<file path="src/rtl/ws_ctrl_pkg.sv">
// Shared types and sizing for the weight-stationary row controller.
// Row geometry lives here so the controller, interface and bench agree.
package ws_ctrl_pkg;

    localparam int IN_WORD_SIZE = 16;
    localparam int ROW          = 3;
    localparam int MAX_LEN      = 256;
    localparam int PE_LAT       = 1;

    // Counter width that stays legal (>= 1 bit) for degenerate counts.
    function automatic int cnt_w(input int n);
        return (n > 1) ? $clog2(n) : 1;
    endfunction

    localparam int LEN_W     = $clog2(MAX_LEN + 1);
    localparam int KCNT_W    = cnt_w(ROW);
    localparam int DRAIN_CYC = ROW - 1 + PE_LAT;
    localparam int DCNT_W    = cnt_w(DRAIN_CYC);

    typedef logic [IN_WORD_SIZE-1:0] word_t;
    typedef logic [LEN_W-1:0]        len_t;

    typedef enum logic [2:0] {
        S_IDLE   = 3'd0,
        S_LOAD   = 3'd1,
        S_LATCH  = 3'd2,
        S_STREAM = 3'd3,
        S_DRAIN  = 3'd4,
        S_DONE   = 3'd5
    } state_t;

endpackage

</file>
<file path="src/rtl/ws_row_ctrl_if.sv">
// Kernel and fmap word sources feeding the row controller.
// A word moves on a rising edge where valid and ready are both high; valid must not depend on ready.
interface ws_row_ctrl_if;
    import ws_ctrl_pkg::*;

    logic  k_valid;
    logic  k_ready;
    word_t k_data;
    logic  f_valid;
    logic  f_ready;
    word_t f_data;

    modport master (
        output k_valid, k_data, f_valid, f_data,
        input  k_ready, f_ready
    );

    modport slave (
        input  k_valid, k_data, f_valid, f_data,
        output k_ready, f_ready
    );

endinterface

</file>
<file path="src/rtl/ws_valid_pipe.sv">
// Tag delay line for the PE row: res_valid[i] is the accepted-word tag delayed i+PE_LAT cycles.
module ws_valid_pipe #(
    parameter int ROW    = 3,
    parameter int PE_LAT = 1
) (
    input  logic           clk,
    input  logic           rst,
    input  logic           tag_in,
    output logic [ROW-1:0] res_valid
);

    localparam int DEPTH = ROW - 1 + PE_LAT;
    localparam int SH_W  = (DEPTH > 0) ? DEPTH : 1;

    logic [SH_W-1:0] sh_q;

    always_ff @(posedge clk or negedge rst) begin
        if (!rst) begin
            sh_q <= '0;
        end else begin
            sh_q[0] <= tag_in;
            for (int i = 1; i < SH_W; i++) begin
                sh_q[i] <= sh_q[i-1];
            end
        end
    end

    // Stage k of the line holds the tag from k+1 cycles ago.
    for (genvar i = 0; i < ROW; i++) begin : g_tap
        if (i + PE_LAT == 0) begin : g_direct
            assign res_valid[i] = tag_in;
        end else begin : g_reg
            assign res_valid[i] = sh_q[i + PE_LAT - 1];
        end
    end

endmodule

</file>
<file path="src/rtl/ws_row_ctrl.sv">
// Pass sequencer for one weight-stationary PE row: load kernels, latch, stream fmap, drain.
// Optional build macro WS_CTRL_KERNEL_REUSE_EN adds reuse_kernel to skip load/latch.
module ws_row_ctrl
    import ws_ctrl_pkg::*;
(
    input  logic                clk,
    input  logic                rst,
    input  logic                start,
    input  len_t                fmap_len,
`ifdef WS_CTRL_KERNEL_REUSE_EN
    input  logic                reuse_kernel,
`endif
    output logic                busy,
    output logic                done,
    ws_row_ctrl_if.slave        src,
    output word_t [ROW-1:0]     kernel_out,
    output logic                op_sel,
    output word_t               fmap_out,
    output logic [ROW-1:0]      res_valid,
    output state_t              state_dbg
);

    state_t              state_q;
    state_t              state_d;
    logic [KCNT_W-1:0]   kcnt_q;
    len_t                fcnt_q;
    logic [DCNT_W-1:0]   dcnt_q;
    len_t                len_q;
    word_t [ROW-1:0]     kernel_q;
    word_t               fmap_q;

    logic start_ok;
    logic k_fire;
    logic f_fire;
    logic last_word;
    logic reuse;

`ifdef WS_CTRL_KERNEL_REUSE_EN
    assign reuse = reuse_kernel;
`else
    assign reuse = 1'b0;
`endif

    assign start_ok  = (state_q == S_IDLE) && start;
    assign k_fire    = (state_q == S_LOAD) && src.k_valid;
    assign f_fire    = (state_q == S_STREAM) && src.f_valid;
    assign last_word = ((fcnt_q + len_t'(1)) == len_q);

    always_ff @(posedge clk or negedge rst) begin
        if (!rst) begin
            state_q <= S_IDLE;
        end else begin
            state_q <= state_d;
        end
    end

    always_comb begin
        state_d = state_q;
        unique case (state_q)
            S_IDLE: begin
                if (start) begin
                    if (reuse) begin
                        state_d = (fmap_len == '0) ? S_DONE : S_STREAM;
                    end else begin
                        state_d = S_LOAD;
                    end
                end
            end
            S_LOAD: begin
                if (k_fire && (kcnt_q == KCNT_W'(ROW - 1))) begin
                    state_d = S_LATCH;
                end
            end
            S_LATCH: begin
                state_d = (len_q == '0) ? S_DONE : S_STREAM;
            end
            S_STREAM: begin
                if (f_fire && last_word) begin
                    state_d = (DRAIN_CYC == 0) ? S_DONE : S_DRAIN;
                end
            end
            S_DRAIN: begin
                if (dcnt_q == DCNT_W'(DRAIN_CYC - 1)) begin
                    state_d = S_DONE;
                end
            end
            S_DONE: begin
                state_d = S_IDLE;
            end
            default: begin
                state_d = S_IDLE;
            end
        endcase
    end

    // Everything below is a decode of registered state or a register itself.
    always_comb begin
        busy        = 1'b0;
        done        = 1'b0;
        op_sel      = 1'b0;
        src.k_ready = 1'b0;
        src.f_ready = 1'b0;
        unique case (state_q)
            S_LOAD:   begin busy = 1'b1; src.k_ready = 1'b1; end
            S_LATCH:  begin busy = 1'b1; op_sel = 1'b1; end
            S_STREAM: begin busy = 1'b1; src.f_ready = 1'b1; end
            S_DRAIN:  begin busy = 1'b1; end
            S_DONE:   begin done = 1'b1; end
            default:  begin end
        endcase
    end

    always_ff @(posedge clk or negedge rst) begin
        if (!rst) begin
            kcnt_q   <= '0;
            fcnt_q   <= '0;
            dcnt_q   <= '0;
            len_q    <= '0;
            kernel_q <= '0;
            fmap_q   <= '0;
        end else begin
            if (start_ok) begin
                len_q <= fmap_len;
            end

            if (k_fire) begin
                kernel_q[kcnt_q] <= src.k_data;
                kcnt_q <= (kcnt_q == KCNT_W'(ROW - 1)) ? '0 : kcnt_q + KCNT_W'(1);
            end

            // Bubbles and non-stream cycles present a zero word to the chain.
            fmap_q <= f_fire ? src.f_data : '0;

            if (start_ok) begin
                fcnt_q <= '0;
            end else if (f_fire) begin
                fcnt_q <= fcnt_q + len_t'(1);
            end

            if (state_q == S_DRAIN) begin
                dcnt_q <= dcnt_q + DCNT_W'(1);
            end else begin
                dcnt_q <= '0;
            end
        end
    end

    ws_valid_pipe #(
        .ROW    (ROW),
        .PE_LAT (PE_LAT)
    ) u_valid_pipe (
        .clk       (clk),
        .rst       (rst),
        .tag_in    (f_fire),
        .res_valid (res_valid)
    );

    assign kernel_out = kernel_q;
    assign fmap_out   = fmap_q;
    assign state_dbg  = state_q;

endmodule
</file>
<file path="src/flat_wrapper.sv">
// flat-port wrapper written by rule: the top's interface ports become plain ports
module ws_row_ctrl_flat import ws_ctrl_pkg::*;
  (clk, rst, start, fmap_len, busy, done, kernel_out, op_sel, fmap_out, res_valid, state_dbg, src_k_valid, src_k_data, src_f_valid, src_f_data, src_k_ready, src_f_ready);
  ws_row_ctrl_if src_i ();
  input  logic clk;
  input  logic rst;
  input  logic start;
  input  len_t fmap_len;
  output logic busy;
  output logic done;
  output word_t [ROW-1:0] kernel_out;
  output logic op_sel;
  output word_t fmap_out;
  output logic [ROW-1:0] res_valid;
  output state_t state_dbg;
  input wire logic [$bits(src_i.k_valid)-1:0] src_k_valid;
  input wire logic [$bits(src_i.k_data)-1:0] src_k_data;
  input wire logic [$bits(src_i.f_valid)-1:0] src_f_valid;
  input wire logic [$bits(src_i.f_data)-1:0] src_f_data;
  output wire logic [$bits(src_i.k_ready)-1:0] src_k_ready;
  output wire logic [$bits(src_i.f_ready)-1:0] src_f_ready;
  assign src_i.k_valid = src_k_valid;
  assign src_i.k_data = src_k_data;
  assign src_i.f_valid = src_f_valid;
  assign src_i.f_data = src_f_data;
  assign src_k_ready = src_i.k_ready;
  assign src_f_ready = src_i.f_ready;
  ws_row_ctrl u_core (.clk(clk), .rst(rst), .start(start), .fmap_len(fmap_len), .busy(busy), .done(done), .src(src_i), .kernel_out(kernel_out), .op_sel(op_sel), .fmap_out(fmap_out), .res_valid(res_valid), .state_dbg(state_dbg));
endmodule
</file>
<file path="config.mk">
export PLATFORM = sky130hd
export DESIGN_NAME = ws_row_ctrl_flat
export DESIGN_NICKNAME = d
export VERILOG_FILES = /design/src/rtl/ws_ctrl_pkg.sv /design/src/rtl/ws_row_ctrl_if.sv /design/src/rtl/ws_valid_pipe.sv /design/src/rtl/ws_row_ctrl.sv /design/src/flat_wrapper.sv
export SDC_FILE = /design/constraint.sdc
export NUM_CORES = 1
export LEC_CHECK = 0
export ABC_CLOCK_PERIOD_IN_PS = 3100
export BUFFER_PORTS_ARGS = -buffer_cell sky130_fd_sc_hd__clkbuf_2
export CAP_MARGIN = 20
export CORE_MARGIN = 3
export CORE_UTILIZATION = 51
export DETAILED_ROUTE_END_ITERATION = 8
export PLACE_DENSITY = 0.82
export SLEW_MARGIN = 20
export SYNTH_ARGS = -nofsm -noshare
export SYNTH_HDL_FRONTEND = slang
export SYNTH_SLANG_ARGS = --single-unit
</file>
<file path="constraint.sdc">
create_clock -name clk -period 3.1 [get_ports clk]
set_clock_uncertainty 0.2 [all_clocks]
set_input_delay 0.155 -clock clk [delete_from_list [all_inputs] [get_ports clk]]
set_output_delay 0.155 -clock clk [all_outputs]
set_load 0.01 [all_outputs]
</file>
==> out/qor.txt, run 1 <==
max-slew violations: 0
Reg2Reg Depth: 7
Post-Route Setup TNS: 0 ns
DRT Wirelength: 8706 um
row count: 30
Starting Density: 54.58%
grt met1 use: 26.71%
routed len/inst: 15.71 um
switching share of power: 35.88%
reg2reg start: u_core.state_dbg[2]$_DFFE_PN0P_
worst skew pair latency: 0.35 ns
Reg clk slew, reported paths: 0.10 ns
P_sw: 1.534 mW
post-synthesis net count: 339
max cap viols: 0
Crit path required time: 3.13 ns
synth top area cells: dfrtp_1 60%, mux2_1 9.7%, mux2_2 7.1%, and2_1 2.8%, o21ai_0 2.2%
critical path endpoint category: flop
GR Util met3: 4.387%
top-area cell type share of the netlist area: 60.09%
GRT overflow: 0
Worst setup endpoint: u_core.state_dbg[1]$_DFFE_PN0P_
hold path start: src_k_valid
critical path launch point type: flop
overall die area: 0.008588 mm2
residual DRC count: 0
Syn Inst Count: 291
Final Hold Viols: 0
CTS sink cnt: 92
number of synthesized flops with an enable pin: 0
diode count: 0
ys async rst share: 100.0%
GRT busiest layer: met2
M2 GR Usage: 36.56%
non-filler cells, final: 554
PwrDens: 836.8 mW/mm2
RSZ-0062 raised after global routing: no
Relative slew margins: 45.18%
Via density: 5.166
DR pass1 iterations: 5
status: finished clean
kind of critical path: flop to flop
worst slew pin tran: 0.8223 ns
period utilization: 77.96%
Commonest cells post-synth: 92 x dfrtp_1, 33 x mux2_1, 24 x mux2_2, 17 x and2_1, 17 x o21ai_0
initial antenna violation count: 0
DRT antenna net count: 0
pin count of the biggest net entering global routing: 93
RePlAce Congestion: 0.8884
# nets final: 501
mapped cell area: 0.003831 mm2
fin crit period: 2.417 ns
register bit count reported by yosys: 92
CP arrival: 2.45 ns
height of the die: 92.67 um
Mean Syn Cell Area: 13.17 um2
Peak supply drop: 0.0004478 V
crit-path max FO: 26
share of cells above drive strength 1: 37.34%
sequential share of the synthesized area: 60.09%
GRT Total Usage: 21.01%
Core Box Area: 0.007019 mm2
f_max: 413.8 MHz
Int Power: 2.741 mW
Tot Pwr: 4.275 mW
Setup crit start: u_core.state_dbg[2]$_DFFE_PN0P_
number of global-route vias before repair: 3008
Die Width: 92.67 um
first-pass GRT wire length: 14470 um
logic gate share of total power: 36.6%
hpwl dp: 5789 um
Buffers on Ports: 120
placed cell count: 496
leakage power: 2.547 nW
power share of the clock group: 17.2%
Max clock buf depth: 2
CTS tree: yes
clock root cell: clkbuf_8
Post-synth top flop: dfrtp_1
reg-to-reg endpoint: u_core.state_dbg[1]$_DFFE_PN0P_
Reg power frac: 46.3%
Area Overhead vs Synth: 33.34%
reg2reg setup slack: 0.68 ns
count leader, synth: dfrtp_1
Synth cell types: 51
total CTS buffers: 9
fillers: 493
Detailed Route Iter0 Violations: 75
Finish-stage setup viols: 0
Worst Hold Class: input pin to flop
CTS H-Tree Depth: 3
# IOs: 121
Yosys warnings: 0
DR vias: 2862
largest area contributor in the synthesized netlist: dfrtp_1
-- layout make-up --
| class | instances | area, um2 | share of cell area [%] |
|---|---|---|---|
| tap | 96 | 120.1 | 2.351 |
| sequential | 92 | 2302 | 45.06 |
| multi-input combinational | 182 | 1446 | 28.31 |
| clock buffer | 11 | 141.4 | 2.768 |
| clock inverter | 5 | 36.28 | 0.7103 |
| timing repair buffer | 164 | 1042 | 20.40 |
| inverter | 4 | 20.02 | 0.3919 |
-- cell usage in the layout (no fill, tap or decap), drive strengths merged, types with 3 or more instances in the layout --
cell,count
nand2b,3
dfrtp,92
buf,3
o21ai,18
dlygate4sd3,42
clkinvlp,3
nand3,4
xnor2,5
nand4,3
and2,17
nor2,15
clkbuf,130
a31oi,3
a21o,3
nor3,3
xor2,4
mux2,57
nand2,15
inv,4
-- per-stage QoR --
step                hold slack, ns  utilization [%]  worst slack (ns)  instance area (um2)
floorplan                  -0.3406                -            0.8962                 3831
global placement            0.1609            64.21            0.7624                 4507
detailed placement          0.1641            64.21            0.7070                 4507
CTS                        0.03340            72.73            0.6943                 5105
global route               0.05614            72.78            0.5450                 5109
finish                     0.04292            72.78            0.6831                 5109
-- worst max-delay path, stage by stage, from the launching register on --
cell and delay (ns):
dfrtp_1 0.53, and3b_2 0.34, nand2_2 0.17, clkinv_4 0.20, o2111a_1 0.21, nand2_1 0.06, or4_1 0.46, o2bb2ai_1 0.13
-- layer usage --
metal	up-vias	wire length [um]
met3	13	529
met4	0	131
met5	-	0
li1	1349	-
met1	1388	3751
met2	112	4294
-- power groups by stage --
stage	sequential [mW]	combinational (mW)	clock, mW
global placement	1.97	1.47	0
detailed placement	1.99	1.53	0
global route	2.04	1.71	0.812
floorplan	2.10	0.756	0
finish	1.98	1.56	0.734
CTS	1.97	1.57	0.746
-- state kept, by name, indices dropped and copies added, names as in the netlist --
register                       count
u_core.kernel_out                 48
u_core.fmap_out                   16
u_core.fcnt_q                      9
u_core.len_q                       9
u_core.state_dbg                   3
u_core.u_valid_pipe.res_valid      3
u_core.dcnt_q                      2
u_core.kcnt_q                      2
-- worst min path at each step --
stage                                          endpoint  slack (ns)  cells past startpoint
after floorplan              u_core.dcnt_q[0]$_DFF_PN0_       -0.34                      0
after CTS                  u_core.kcnt_q[1]$_DFFE_PN0P_        0.03                      4
after detailed placement   u_core.fmap_out[6]$_DFF_PN0_        0.16                      2
after global placement    u_core.fmap_out[13]$_DFF_PN0_        0.16                      2
after global routing       u_core.kcnt_q[1]$_DFFE_PN0P_        0.06                      4
final                      u_core.kcnt_q[0]$_DFFE_PN0P_        0.04                      3
-- cell families after synthesis --
group | Yosys count | synth area share, %
xor+xnor | 9 | 2.057
mux | 57 | 16.75
fa+ha+maj | 2 | 0.6531
buf+inv | 17 | 2.319
compound gates | 39 | 6.662
flops | 92 | 60.09
simple gates | 75 | 11.46
-- what timing repair did --
action,4_1_cts,5_1_grt
gates resized for setup,0,0
endpoints found under the hold margin,165,0
hold buffers,42,0
setup buffers,0,0
No activity file was read; power rests on OpenSTA's default activity.
==> inputs of run 2 (changes only) <==
ABC_CLOCK_PERIOD_IN_PS = 2100   (was 3100)
CORE_UTILIZATION = 46   (was 51)
PLACE_DENSITY = 0.78   (was 0.82)
clock period = 2.1 ns   (was 3.1 ns; I/O delays follow)
==> run 2 against run 1 <==
Compared with the run above:
- first-iteration DRC count is 8.0% higher
- total power grew 53%
- critical path depth down 2
- global-route usage down 1.8 points
- the flow now finishes with violations (setup timing)
==> out/qor.txt, run 2 (synthesis results as in run 1) <==
leakage power: 2.664 nW (+4.6%)
logic gate share of total power: 39.9% (+3.3 points)
failing checks: setup timing
status: finished with violations
row count: 32 (+6.7%)
worst skew pair latency: 0.35 ns (about the same)
most frequent cells in the layout: 119 x clkbuf_2, 91 x dfrtp_1, 43 x dlygate4sd3_1
Reg clk slew, reported paths: 0.09 ns (about the same)
Reg2Reg Depth: 5 (-2)
Finish-stage setup viols: 1 (+1)
CTS sink cnt: 92 (unchanged)
CP peak stage delay: 0.54 ns (about the same)
most common cell after layout, fill and taps aside: clkbuf_2
power share of the clock group: 16.5% (-0.7 points)
critical path launch point type: flop
Detailed Route Iter0 Violations: 81 (+8.0%)
critical path endpoint category: flop
Core Util, Final: 67.78% (-5.0 points)
residual DRC count: 0 (unchanged)
Buf/Inv on CP: 0 (-1)
CTS tree: yes
DR vias: 2960 (+3.4%)
fillers: 585 (+19%)
first-pass GRT wire length: 14860 um (+2.7%)
overall die area: 0.009460 mm2 (+10%)
total CTS buffers: 9 (unchanged)
hpwl dp: 6090 um (+5.2%)
CP arrival: 2.17 ns (-0.28 ns)
# IOs: 121 (unchanged)
routed len/inst: 15.15 um (-3.6%)
switching share of power: 35.43% (-0.46 points)
initial antenna violation count: 0 (unchanged)
grt met1 use: 23.68% (-3.0 points)
RSZ-0062 raised after global routing: yes
crit-path cells: nand2_2, or2_0, o211a_1, or4_4, o2bb2ai_2
register area: 0.002303 mm2 (about the same)
hold depth: 4 (+1)
Relative slew margins: 64.46% (+19 points)
Buffers on Ports: 120 (unchanged)
Core Box Area: 0.007888 mm2 (+12%)
max-slew violations: 0 (unchanged)
M2 GR Usage: 33.86% (-2.7 points)
pin count of the biggest net entering global routing: 53 (-43%)
Reg power frac: 43.6% (-2.7 points)
DR pass1 iterations: 4 (-1)
P_sw: 2.319 mW (+51%)
number of flip-flops under the largest register name: 48 (unchanged)
critical path depth: 5 (-2)
GR Util met3: 4.666% (+0.28 points)
fin crit period: 2.130 ns (-0.2870 ns)
GRT busiest layer: met2
Starting Density: 48.57% (-6.0 points)
DRT Wirelength: 8805 um (+1.1%)
non-filler cells, final: 581 (+4.9%)
share of cells above drive strength 1: 41.96% (+4.6 points)
max cap viols: 0 (unchanged)
GRT overflow: 0 (unchanged)
setup ws final: -0.02988 ns (-0.7130 ns)
Worst path top cell family by delay: simple AND/OR/NAND/NOR gates
placed cell count: 521 (+5.0%)
Max clock buf depth: 2 (unchanged)
RePlAce Congestion: 0.8820 (-0.72%)
period utilization: 101.4% (+23 points)
clock root cell: clkbuf_8
number of global-route vias before repair: 3096 (+2.9%)
CTS H-Tree Depth: 3 (unchanged)
kind of critical path: flop to flop
Die Width: 97.26 um (+5.0%)
Area Overhead vs Synth: 39.55%
crit-path max FO: 8 (-69%)
slowest library cell on the worst path: or4_4
Final Hold Viols: 0 (unchanged)
f_max: 469.5 MHz (+13%)
Tot Pwr: 6.546 mW (+53%)
PwrDens: 1224 mW/mm2 (+46%)
footprint of the multi-input gates: 0.001490 mm2 (+3.0%)
GRT Total Usage: 19.21% (-1.8 points)
# nets final: 523 (+4.4%)
Int Power: 4.227 mW (+54%)
Peak supply drop: 0.0006942 V (+55%)
diode count: 0 (unchanged)
Worst Hold Class: input pin to flop
DRT antenna net count: 0 (unchanged)
Via density: 5.095 (-1.4%)
hold_ws: 0.04917 ns (+0.006255 ns)
Crit path required time: 2.14 ns (-0.99 ns)
worst slew pin tran: 0.5331 ns (-0.2892 ns)
height of the die: 97.26 um (+5.0%)
[run 2: area by class of cell]
cell class	instances	share of cell area, %
clock buffer	11	2.645
clock inverter	4	0.6085
inverter	4	0.3744
multi-input combinational	182	27.87
sequential	92	43.08
tap	102	2.387
timing repair buffer	186	23.03
[run 2: final timing paths]
path,from,end,slack (ns)
max in group asynchronous,rst,u_core.fmap_out[3]$_DFF_PN0_,0.98
min,src_f_valid,u_core.fcnt_q[3]$_DFFE_PN0P_,0.05
min reg2reg,u_core.u_valid_pipe.res_valid[0]$_DFF_PN0_,u_core.u_valid_pipe.res_valid[1]$_DFF_PN0_,0.18
max,u_core.fcnt_q[2]$_DFFE_PN0P_,u_core.state_dbg[1]$_DFFE_PN0P_,-0.03
min in group asynchronous,rst,u_core.kernel_out[35]$_DFFE_PN0P_,0.07
max reg2reg,u_core.fcnt_q[2]$_DFFE_PN0P_,u_core.state_dbg[1]$_DFFE_PN0P_,-0.03
[run 2: through the flow]
step	area [um2]	setup TNS, ns	worst slack (ns)
after floorplan	3849	-0.6117	-0.06134
after global placement	4687	-0.04701	-0.04701
after detailed placement	4687	-0.09780	-0.09780
after CTS	5329	0	0.006481
after global routing	5346	-0.1020	-0.1020
final	5346	-0.02988	-0.02988
[run 2: repair_timing]
| item | CTS | global route |
|---|---|---|
| pin swaps | 4 | 1 |
| hold buffers | 43 | 0 |
| buffers inserted | 2 | 0 |
| hold endpoints to repair | 167 | 0 |
| endpoints found under the setup margin | 1 | 3 |
| gates resized for setup | 5 | 4 |
[run 2: worst reg2reg max path, delay by kind of cell, from the launching register on]
family	cells	cell delay, ns
AND/OR/NAND/NOR	3	0.93
AO/OA/AOI/OAI	2	0.41
flip-flops	1	0.48
[run 2: layer usage]
metal	routed length (um)	share of wire, %
met1	3815	43
met2	4455	51
met3	451	5.1
met4	81	0.92
met5	0	0
[run 2: power by group through the flow]
stage,sequential [mW],combinational [mW],clock [mW]
after floorplan,3.10,1.13,0
after global placement,2.85,2.41,0
after detailed placement,2.89,2.49,0
after CTS,2.85,2.61,1.11
after global routing,2.95,2.85,1.19
final,2.85,2.61,1.08
